### src/rtl/shifter_arb_pkg.sv
// shifter_arb_pkg: shared widths, response FSM states and the muxed operand bundle
package shifter_arb_pkg;
    localparam int DATA_W = 16;
    localparam int SHAMT_W = 4;

    typedef enum logic {ST_EMPTY, ST_FULL} state_t;

    typedef struct packed {
        logic left_right;
        logic [SHAMT_W-1:0] shamt;
        logic [DATA_W-1:0] src;
    } shift_op_t;
endpackage

### src/rtl/Shifter_Barrel.sv
// Shifter_Barrel: 16-bit logical barrel shifter, left_right=1 shifts left, zero fill
module Shifter_Barrel (
    input  logic [15:0] src,
    input  logic [3:0]  shamt,
    input  logic        left_right,
    output logic [15:0] result
);
    assign result = left_right ? src << shamt : src >> shamt;
endmodule

### src/rtl/rr_arbiter.sv
// rr_arbiter: combinational round-robin pick of the first set req at or above ptr, wrapping
module rr_arbiter #(
    parameter int N = 4,
    parameter int W = $clog2(N)
) (
    input  logic [N-1:0] req,
    input  logic [W-1:0] ptr,
    output logic [N-1:0] grant,
    output logic [W-1:0] idx
);
    logic [W-1:0] j;

    // Walk from the farthest candidate back to ptr so the nearest request wins.
    always_comb begin
        grant = '0;
        idx = '0;
        j = '0;
        for (int k = N - 1; k >= 0; k--) begin
            j = W'((int'(ptr) + k) % N);
            if (req[j]) begin
                grant = '0;
                grant[j] = 1'b1;
                idx = j;
            end
        end
    end
endmodule

### src/rtl/shifter_rr_arbiter.sv
// shifter_rr_arbiter: round-robin sharing of one Shifter_Barrel with a registered tagged response
// Define SHIFTER_ARB_STATS_EN to add saturating per-requester grant counters on grant_cnt.
module shifter_rr_arbiter
    import shifter_arb_pkg::*;
#(
    parameter int NUM_REQ = 4,
    parameter int ID_W = $clog2(NUM_REQ)
`ifdef SHIFTER_ARB_STATS_EN
    ,
    parameter int CNT_W = 16
`endif
) (
    input  logic                       clk,
    input  logic                       rst,
    input  logic [NUM_REQ-1:0]         req_valid,
    output logic [NUM_REQ-1:0]         req_ready,
    input  logic [NUM_REQ-1:0]         req_left_right,
    input  logic [NUM_REQ*SHAMT_W-1:0] req_shamt,
    input  logic [NUM_REQ*DATA_W-1:0]  req_src,
    output logic                       rsp_valid,
    input  logic                       rsp_ready,
    output logic [ID_W-1:0]            rsp_id,
    output logic [DATA_W-1:0]          rsp_result
`ifdef SHIFTER_ARB_STATS_EN
    ,
    output logic [NUM_REQ*CNT_W-1:0]   grant_cnt
`endif
);
    state_t state;
    logic [ID_W-1:0] rr_ptr;
    logic [ID_W-1:0] gidx;
    logic [NUM_REQ-1:0] gnt;
    logic [NUM_REQ-1:0] req_masked;
    logic can_accept;
    logic xfer;
    shift_op_t op;
    logic [DATA_W-1:0] shift_res;

    assign rsp_valid = state == ST_FULL;
    assign can_accept = !rsp_valid || rsp_ready;
    assign req_masked = can_accept ? req_valid : '0;
    assign req_ready = gnt;
    assign xfer = |gnt;

    rr_arbiter #(.N(NUM_REQ), .W(ID_W)) u_arb (
        .req   (req_masked),
        .ptr   (rr_ptr),
        .grant (gnt),
        .idx   (gidx)
    );

    always_comb op = '{
        left_right: req_left_right[gidx],
        shamt:      req_shamt[gidx*SHAMT_W +: SHAMT_W],
        src:        req_src[gidx*DATA_W +: DATA_W]
    };

    Shifter_Barrel u_shift (
        .src        (op.src),
        .shamt      (op.shamt),
        .left_right (op.left_right),
        .result     (shift_res)
    );

    always_ff @(posedge clk) begin
        if (rst) begin
            state <= ST_EMPTY;
            rr_ptr <= '0;
            rsp_id <= '0;
            rsp_result <= '0;
        end else if (xfer) begin
            state <= ST_FULL;
            rr_ptr <= (gidx == ID_W'(NUM_REQ - 1)) ? '0 : gidx + 1'b1;
            rsp_id <= gidx;
            rsp_result <= shift_res;
        end else if (rsp_ready) begin
            state <= ST_EMPTY;
        end
    end

`ifdef SHIFTER_ARB_STATS_EN
    always_ff @(posedge clk) begin
        for (int i = 0; i < NUM_REQ; i++) begin
            if (rst)
                grant_cnt[i*CNT_W +: CNT_W] <= '0;
            else if (gnt[i] && grant_cnt[i*CNT_W +: CNT_W] != {CNT_W{1'b1}})
                grant_cnt[i*CNT_W +: CNT_W] <= grant_cnt[i*CNT_W +: CNT_W] + 1'b1;
        end
    end
`endif
endmodule

### config.mk
export PLATFORM = sky130hd
export DESIGN_NAME = shifter_rr_arbiter
export DESIGN_NICKNAME = d
export VERILOG_FILES = /design/src/rtl/shifter_arb_pkg.sv /design/src/rtl/Shifter_Barrel.sv /design/src/rtl/rr_arbiter.sv /design/src/rtl/shifter_rr_arbiter.sv
export SDC_FILE = /design/constraint.sdc
export NUM_CORES = 1
export LEC_CHECK = 0
export ABC_AREA = 1
export CAP_MARGIN = 15
export CORE_MARGIN = 4
export CORE_UTILIZATION = 35
export CTS_CLUSTER_SIZE = 30
export DETAILED_ROUTE_END_ITERATION = 10
export HOLD_SLACK_MARGIN = 0.05
export SLEW_MARGIN = 20
export SYNTH_ARGS = -nofsm -noshare
export SYNTH_HDL_FRONTEND = slang
export SYNTH_SLANG_ARGS = --single-unit
export TNS_END_PERCENT = 100
### constraint.sdc
create_clock -name clk -period 3.75 [get_ports clk]
set_input_delay 0.75 -clock clk [delete_from_list [all_inputs] [get_ports clk]]
set_output_delay 0.75 -clock clk [all_outputs]
set_load 0.03 [all_outputs]
# Word-level counts from Yosys, hierarchy flattened
# Index checks and enable logic that the tools add are counted.
[word_totals] ff_bits=21 latch_bits=0 ramBits=0 rom_bits=0 input_bits=91 out_inout_bits=23 elab_cells=61 n_memories=0
[op_classes] add_sub_neg=4 n_mul=0 div_mod_pow=0 n_lt_le_gt_ge=9 eq_ne=1 n_shift=4 muxes=31 bitwise=0 n_reduce_logical=8
[ops] op="64-bit by 7-bit indexed part select with 16-bit output" count=1
[ops] op="4-bit two-way mux" count=5
[ops] op="16-bit two-way mux" count=1
[ops] op="16-bit by 5-bit indexed part select with 4-bit output" count=1
[ops] op="16-bit by 4-bit left shift with 16-bit output" count=1
[ops] op="16-bit by 4-bit right shift with 16-bit output" count=1
[ops] op="2-bit by 3-bit less-than comparator with 1-bit output (second input constant)" count=5
[ops] op="1-bit two-way mux" count=11
[ops] op="1-bit binary-select mux with 2-bit select" count=5
[ops] op="2-bit two-way mux" count=5
[ops] op="1-bit demux with 2-bit select" count=4
[ops] op="2-bit by 1-bit >= comparator with 1-bit output (second input constant)" count=4
[ops] op="2-bit by 1-bit adder with 2-bit output (second input constant)" count=2
[ops] op="2-bit adder (second input constant)" count=2
[ops] op="1-bit logical AND" count=4
[ops] op="4-bit OR reduction" count=1
[ops] op="2-bit equality test (second input constant)" count=1
[ops] op="2-bit nonzero test" count=1
[ops] op="1-bit zero test" count=1
[ops] op="1-bit logical OR" count=1

# Depth between registers and ports, before layout
[logic_depth] word_depth=12 mapped_depth=26

# Hierarchy
# From an unflattened synthesis, not the netlist that was laid out.
[unflattened] hier_cells=660 hier_area_um2=3575.9
[by_module_without_submodules] module="shifter_rr_arbiter" instances=1 cells_per_inst=310 area_per_inst_um2=1751.7 seq_area_each_um2=420.4
[by_module_without_submodules] module="Shifter_Barrel" instances=1 cells_per_inst=267 area_per_inst_um2=1341.3 seq_area_each_um2=0.0
[by_module_without_submodules] module="rr_arbiter" instances=1 cells_per_inst=83 area_per_inst_um2=483.0 seq_area_each_um2=0.0

# Worst setup path before layout
# Ideal clock, no wire load.
[synth_timing] path_kind="input-to-reg" start="input rsp_ready" end="register rsp_result[12]" setup_ns=0.117 arrival_time_ns=2.915 setup_slack_ns=0.718 cell_stages=17 path_buffers=1 path_cell_list="inv_2 -> nand2_4 -> nand3_1 -> nand2_2 -> nand2_1 -> nand2_2 -> nor2_1 -> nand3_1 -> a31oi_1 -> inv_1 -> nand2_1 -> nor2_1 -> inv_2 -> clkbuf_1 -> o21ai_0 -> nor2_1 -> nor2_1"
[synth_lines] element="start, declared" line_no="shifter_rr_arbiter.sv:21" rtl="input logic rsp_ready,"
[synth_lines] element="1-bit logical OR (*)" line_no="shifter_rr_arbiter.sv:40" rtl="assign can_accept = !rsp_valid || rsp_ready;"
[synth_lines] element="4-bit two-way mux (*)" line_no="shifter_rr_arbiter.sv:41" rtl="assign req_masked = can_accept ? req_valid : '0;"
[synth_lines] element="1-bit binary-select mux with 2-bit select" line_no="rr_arbiter.sv:20" rtl="if (req[j]) begin"
[synth_lines] element="1-bit two-way mux (implied by the code)" line_no="rr_arbiter.sv:20"
[synth_lines] element="4-bit two-way mux (3 in series)" line_no="rr_arbiter.sv:20"
[synth_lines] element="4-bit two-way mux (*)" line_no="rr_arbiter.sv:20"
[synth_lines] element="net req_ready[3]" line_no="shifter_rr_arbiter.sv:16" rtl="output logic [NUM_REQ-1:0] req_ready,"
[synth_lines] element="4-bit OR reduction (*)" line_no="shifter_rr_arbiter.sv:43" rtl="assign xfer = |gnt;"
[synth_lines] element="end signal, assigned" line_no="shifter_rr_arbiter.sv:75" rtl="rsp_result <= shift_res;"
[synth_lines] element="end, declared" line_no="shifter_rr_arbiter.sv:23" rtl="output logic [DATA_W-1:0] rsp_result"
# Mark *: on every way through the listed nets, which the timed path passes. The rest lies on a longest branch. The select of a mux whose other input is x is not followed.
# A chain may end at the register's enable or synchronous reset.

# Worst setup path in the final report
[layout_timing] start="input rsp_ready" end="register rsp_result[8]"
[layout_between] elab_chain_cells=11
[layout_rtl] element="1-bit logical OR (*)" line_no="shifter_rr_arbiter.sv:40"
[layout_rtl] element="4-bit two-way mux (*)" line_no="shifter_rr_arbiter.sv:41"
[layout_rtl] element="1-bit binary-select mux with 2-bit select" line_no="rr_arbiter.sv:20"
[layout_rtl] element="1-bit two-way mux (implied by the code)" line_no="rr_arbiter.sv:20"
[layout_rtl] element="2-bit two-way mux (4 in series)" line_no="rr_arbiter.sv:20"
[layout_rtl] element="64-bit by 7-bit indexed part select with 16-bit output (tied with other cells)" line_no="shifter_rr_arbiter.sv:55" rtl="src: req_src[gidx*DATA_W +: DATA_W]"
[layout_rtl] element="16-bit by 4-bit right shift with 16-bit output (tied with other cells)" line_no="Shifter_Barrel.sv:8" rtl="assign result = left_right ? src << shamt : src >> shamt;"
[layout_rtl] element="16-bit two-way mux" line_no="Shifter_Barrel.sv:8"
# Mark *: on every way between the ends. The rest lies on a longest branch, timed or not. The select of a mux whose other input is x is not followed.

==> results.cfg <==
[clock_tree]
clk_latency_ns = 0.26
clock_path_buffers = 2
clock-sinks = 21
cts_htree_levels = 1
cts_setup_buffers = 0
cts_tree = yes
cts.reportedPaths.clkPinSlew_ns = 0.08
numCtsBuffers = 3
clock-root-buffer = clkbuf_8

[cells_and_area]
design_area_um2 = 4900
antennaDiodeCount = 0
final_core_util_pct = 49.6
nFillCells = 1043
area_growth_pct = 36.4
drive_gt1_share_pct = 8.61
nNetsFinal = 874

[logic_synthesis]
yosysMostFrequentCell = nand2_1
yosysWarnings = 0
synthAdderAreaFrac_pct = 1.39
synth_compound_area_share_pct = 6.27
netlist.area_leader.share_pct = 23.7
yosysTopAreaCell = nand2_1
synth-edff-count = 0
async_reset_ff_share_pct = 0
ys.flop_type = dfxtp_1
synth_xor_area_share_pct = 0
yosysSeqAreaShare_pct = 11.7
syn_avg_cell_area_um2 = 5.28
synth.area.top_cells = nand2_1 24%, nand3_1 22%, dfxtp_1 12%
synth_top_family_by_area = simple AND/OR/NAND/NOR gates
yosys.area_share.simple_pct = 66.3
netlist_area_um2 = 3590
ys_top_cells_by_count = 227 x nand2_1, 156 x nand3_1, 69 x inv_1, 48 x nor2_1, 33 x nand3b_1
syn_inst = 680
muxShareOfSynthArea_pct = 0
ys_types = 33
synth_nets = 775
synth_seq_cells = 21

[setup_path]
cp-end-kind = flop
reg2regPathDepth = 20
path_cells = clkdlybuf4s50_1, inv_2, nand2_4, nand3_1, nand2_1, nand2_1, nand2_2, inv_4, o21ai_2, nand2_2, nand2_4, nand2_1, nand3_1, nand2_2, inv_2, nand3_1, nand3_1, nand2_1, nand2_1, nand3_1, nand2_1, inv_1
crit_fanout = 29
worstReg2RegStart = rr_ptr[0]$_SDFFE_PP0P_
critPathTopFamily = simple AND/OR/NAND/NOR gates
start_kind = input port
cp.required_ns = 3.92
r2r-end = rsp_result[8]$_SDFFE_PP0P_
crit_end = rsp_result[8]$_SDFFE_PP0P_
crit_arrival_ns = 3.61
cp_common_cell = nand2_1
cpPeakStageDelay_ns = 0.48
cp_num_buf_inv = 5
cp_num_cells = 22
crit_slowest_cell = clkdlybuf4s50_1
r2r_setup_slack_ns = 0.74
crit_type = input port to flop
critPathLaunch = rsp_ready

[routing]
drt-pass1-iter-count = 5
dr_total_vias = 4629
drt_iter0_markers = 310
antenna_left = 0
wl_per_cell_um = 13.5
vias_per_cell = 5.08
drt_wl_total_mm = 12.3
drcViolationCount = 0

[floorplanning]
fp.dieH_um = 109
die_w_um = 109
core_area_um2 = 9860
std_cell_rows = 36
ios = 114
initial_core_util_pct = 36.4
dieArea_um2 = 11900

[place]
hpwl_mm = 9.97
port_buffers = 113
post_dp_cell_area_um2 = 4840
globalplace.congestion = 0.912

[sta]
slew_viol_final = 0
holdWs_ns = 0.468
fin_setup_tns_ns = 0
layout_min_cycle_time_ns = 3.44
fin_skew_ns = 0.00592
max_freq_ghz = 0.291
fin_crit_sh_pct = 91.8
relSlewSlack_pct = 53.2
rsz0062_at_grt = false
hold_viol = 0
worstMarginPinSlew_ns = 0.699
setup-violations-final = 0

[global_routing]
grt_pass1_wl_mm = 20.3
grt-ovfl-total = 0
antenna_found_initial = 0
track_usage_pct = 20.8
grt_pass1_vias = 4352
grt_max_degree = 35

[outcome]
status = finished, final reports clean

[hold_path]
hp-class = flop to flop
hold_path_depth = 2

[job]
cap_viol_max_count = 0
-- area by class of cell --
| type | instances | area (um2) | share of cell area [%] |
|---|---|---|---|
| Clock buffer | 3 | 41.3 | 0.843 |
| Multi-Input combinational cell | 544 | 2650 | 54.2 |
| Tap cell | 133 | 166 | 3.40 |
| Timing Repair Buffer | 130 | 1310 | 26.7 |
| Sequential cell | 21 | 420 | 8.58 |
| Clock inverter | 1 | 5.00 | 0.102 |
| Inverter | 79 | 304 | 6.21 |
-- registers in the layout (all words and copies together), names as in the netlist --
name        flops
rsp_valid       1
rsp_result     16
rr_ptr          2
rsp_id          2
-- through the flow --
stage,std cells,setup WS [ns]
3_5_place_dp,907,0.0210
3_3_place_gp,907,0.101
6_report,911,0.308
4_1_cts,911,0.0186
5_1_grt,911,0.0101
2_1_floorplan,680,0.718
-- kinds of logic after synthesis --
kind of cell	count (synthesis)
AND/OR/NAND/NOR	504
AO/OA/AOI/OAI	36
buffers and inverters	115
flip-flops	21
adder cells (fa/ha/maj)	4
-- metal layers --
metal | global-route usage (%) | vias up | wire [um] | share of wire (%)
met5 | 0 | - | 0 | 0
met4 | 6.32 | 0 | 311 | 2.5
met3 | 2.49 | 24 | 762 | 6.2
met2 | 35.5 | 163 | 5870 | 48
met1 | 27.3 | 2053 | 5390 | 44
li1 | - | 2389 | - | -
-- layout by cell type (no fill, tap or decap), types with 4 or more instances in the layout --
cell type,count
a21oi_1,9
a31oi_1,4
buf_4,14
clkdlybuf4s50_1,109
dfxtp_1,21
dlymetal6s2s_1,4
ha_1,4
inv_1,69
inv_2,8
nand2_1,227
nand2_2,15
nand2_4,6
nand3_1,156
nand3_2,6
nand3b_1,33
nand4_1,8
nor2_1,48
o21ai_0,10
o21ai_1,4
-- how the worst min path moves through the flow --
stage	from	endpoint	slack, ns
floorplan	rr_ptr[1]$_SDFFE_PP0P_	rr_ptr[1]$_SDFFE_PP0P_	0.53
global placement	rsp_id[1]$_SDFFE_PP0P_	rsp_id[1]$_SDFFE_PP0P_	0.45
detailed placement	rsp_id[1]$_SDFFE_PP0P_	rsp_id[1]$_SDFFE_PP0P_	0.46
CTS	rsp_id[1]$_SDFFE_PP0P_	rsp_id[1]$_SDFFE_PP0P_	0.47
global route	rsp_id[1]$_SDFFE_PP0P_	rsp_id[1]$_SDFFE_PP0P_	0.49
finish	rsp_id[1]$_SDFFE_PP0P_	rsp_id[1]$_SDFFE_PP0P_	0.47
-- worst register-to-register path, delay by kind of cell, from the launching register on --
kind | cells | cell delay (ns)
AND/OR/NAND/NOR | 13 | 1.49
AO/OA/AOI/OAI | 1 | 0.06
adder cells (fa/ha/maj) | 1 | 0.33
buffers and inverters | 5 | 0.63
flip-flops | 1 | 0.41
-- timing repair --
item,in CTS,in global routing
hold buffers,0,0
setup endpoints to repair,0,4
gates resized for setup,0,4
Power is left out: the tool's default activity adds up to more than one toggle a clock period on the data nets, which glitch-free logic cannot reach.
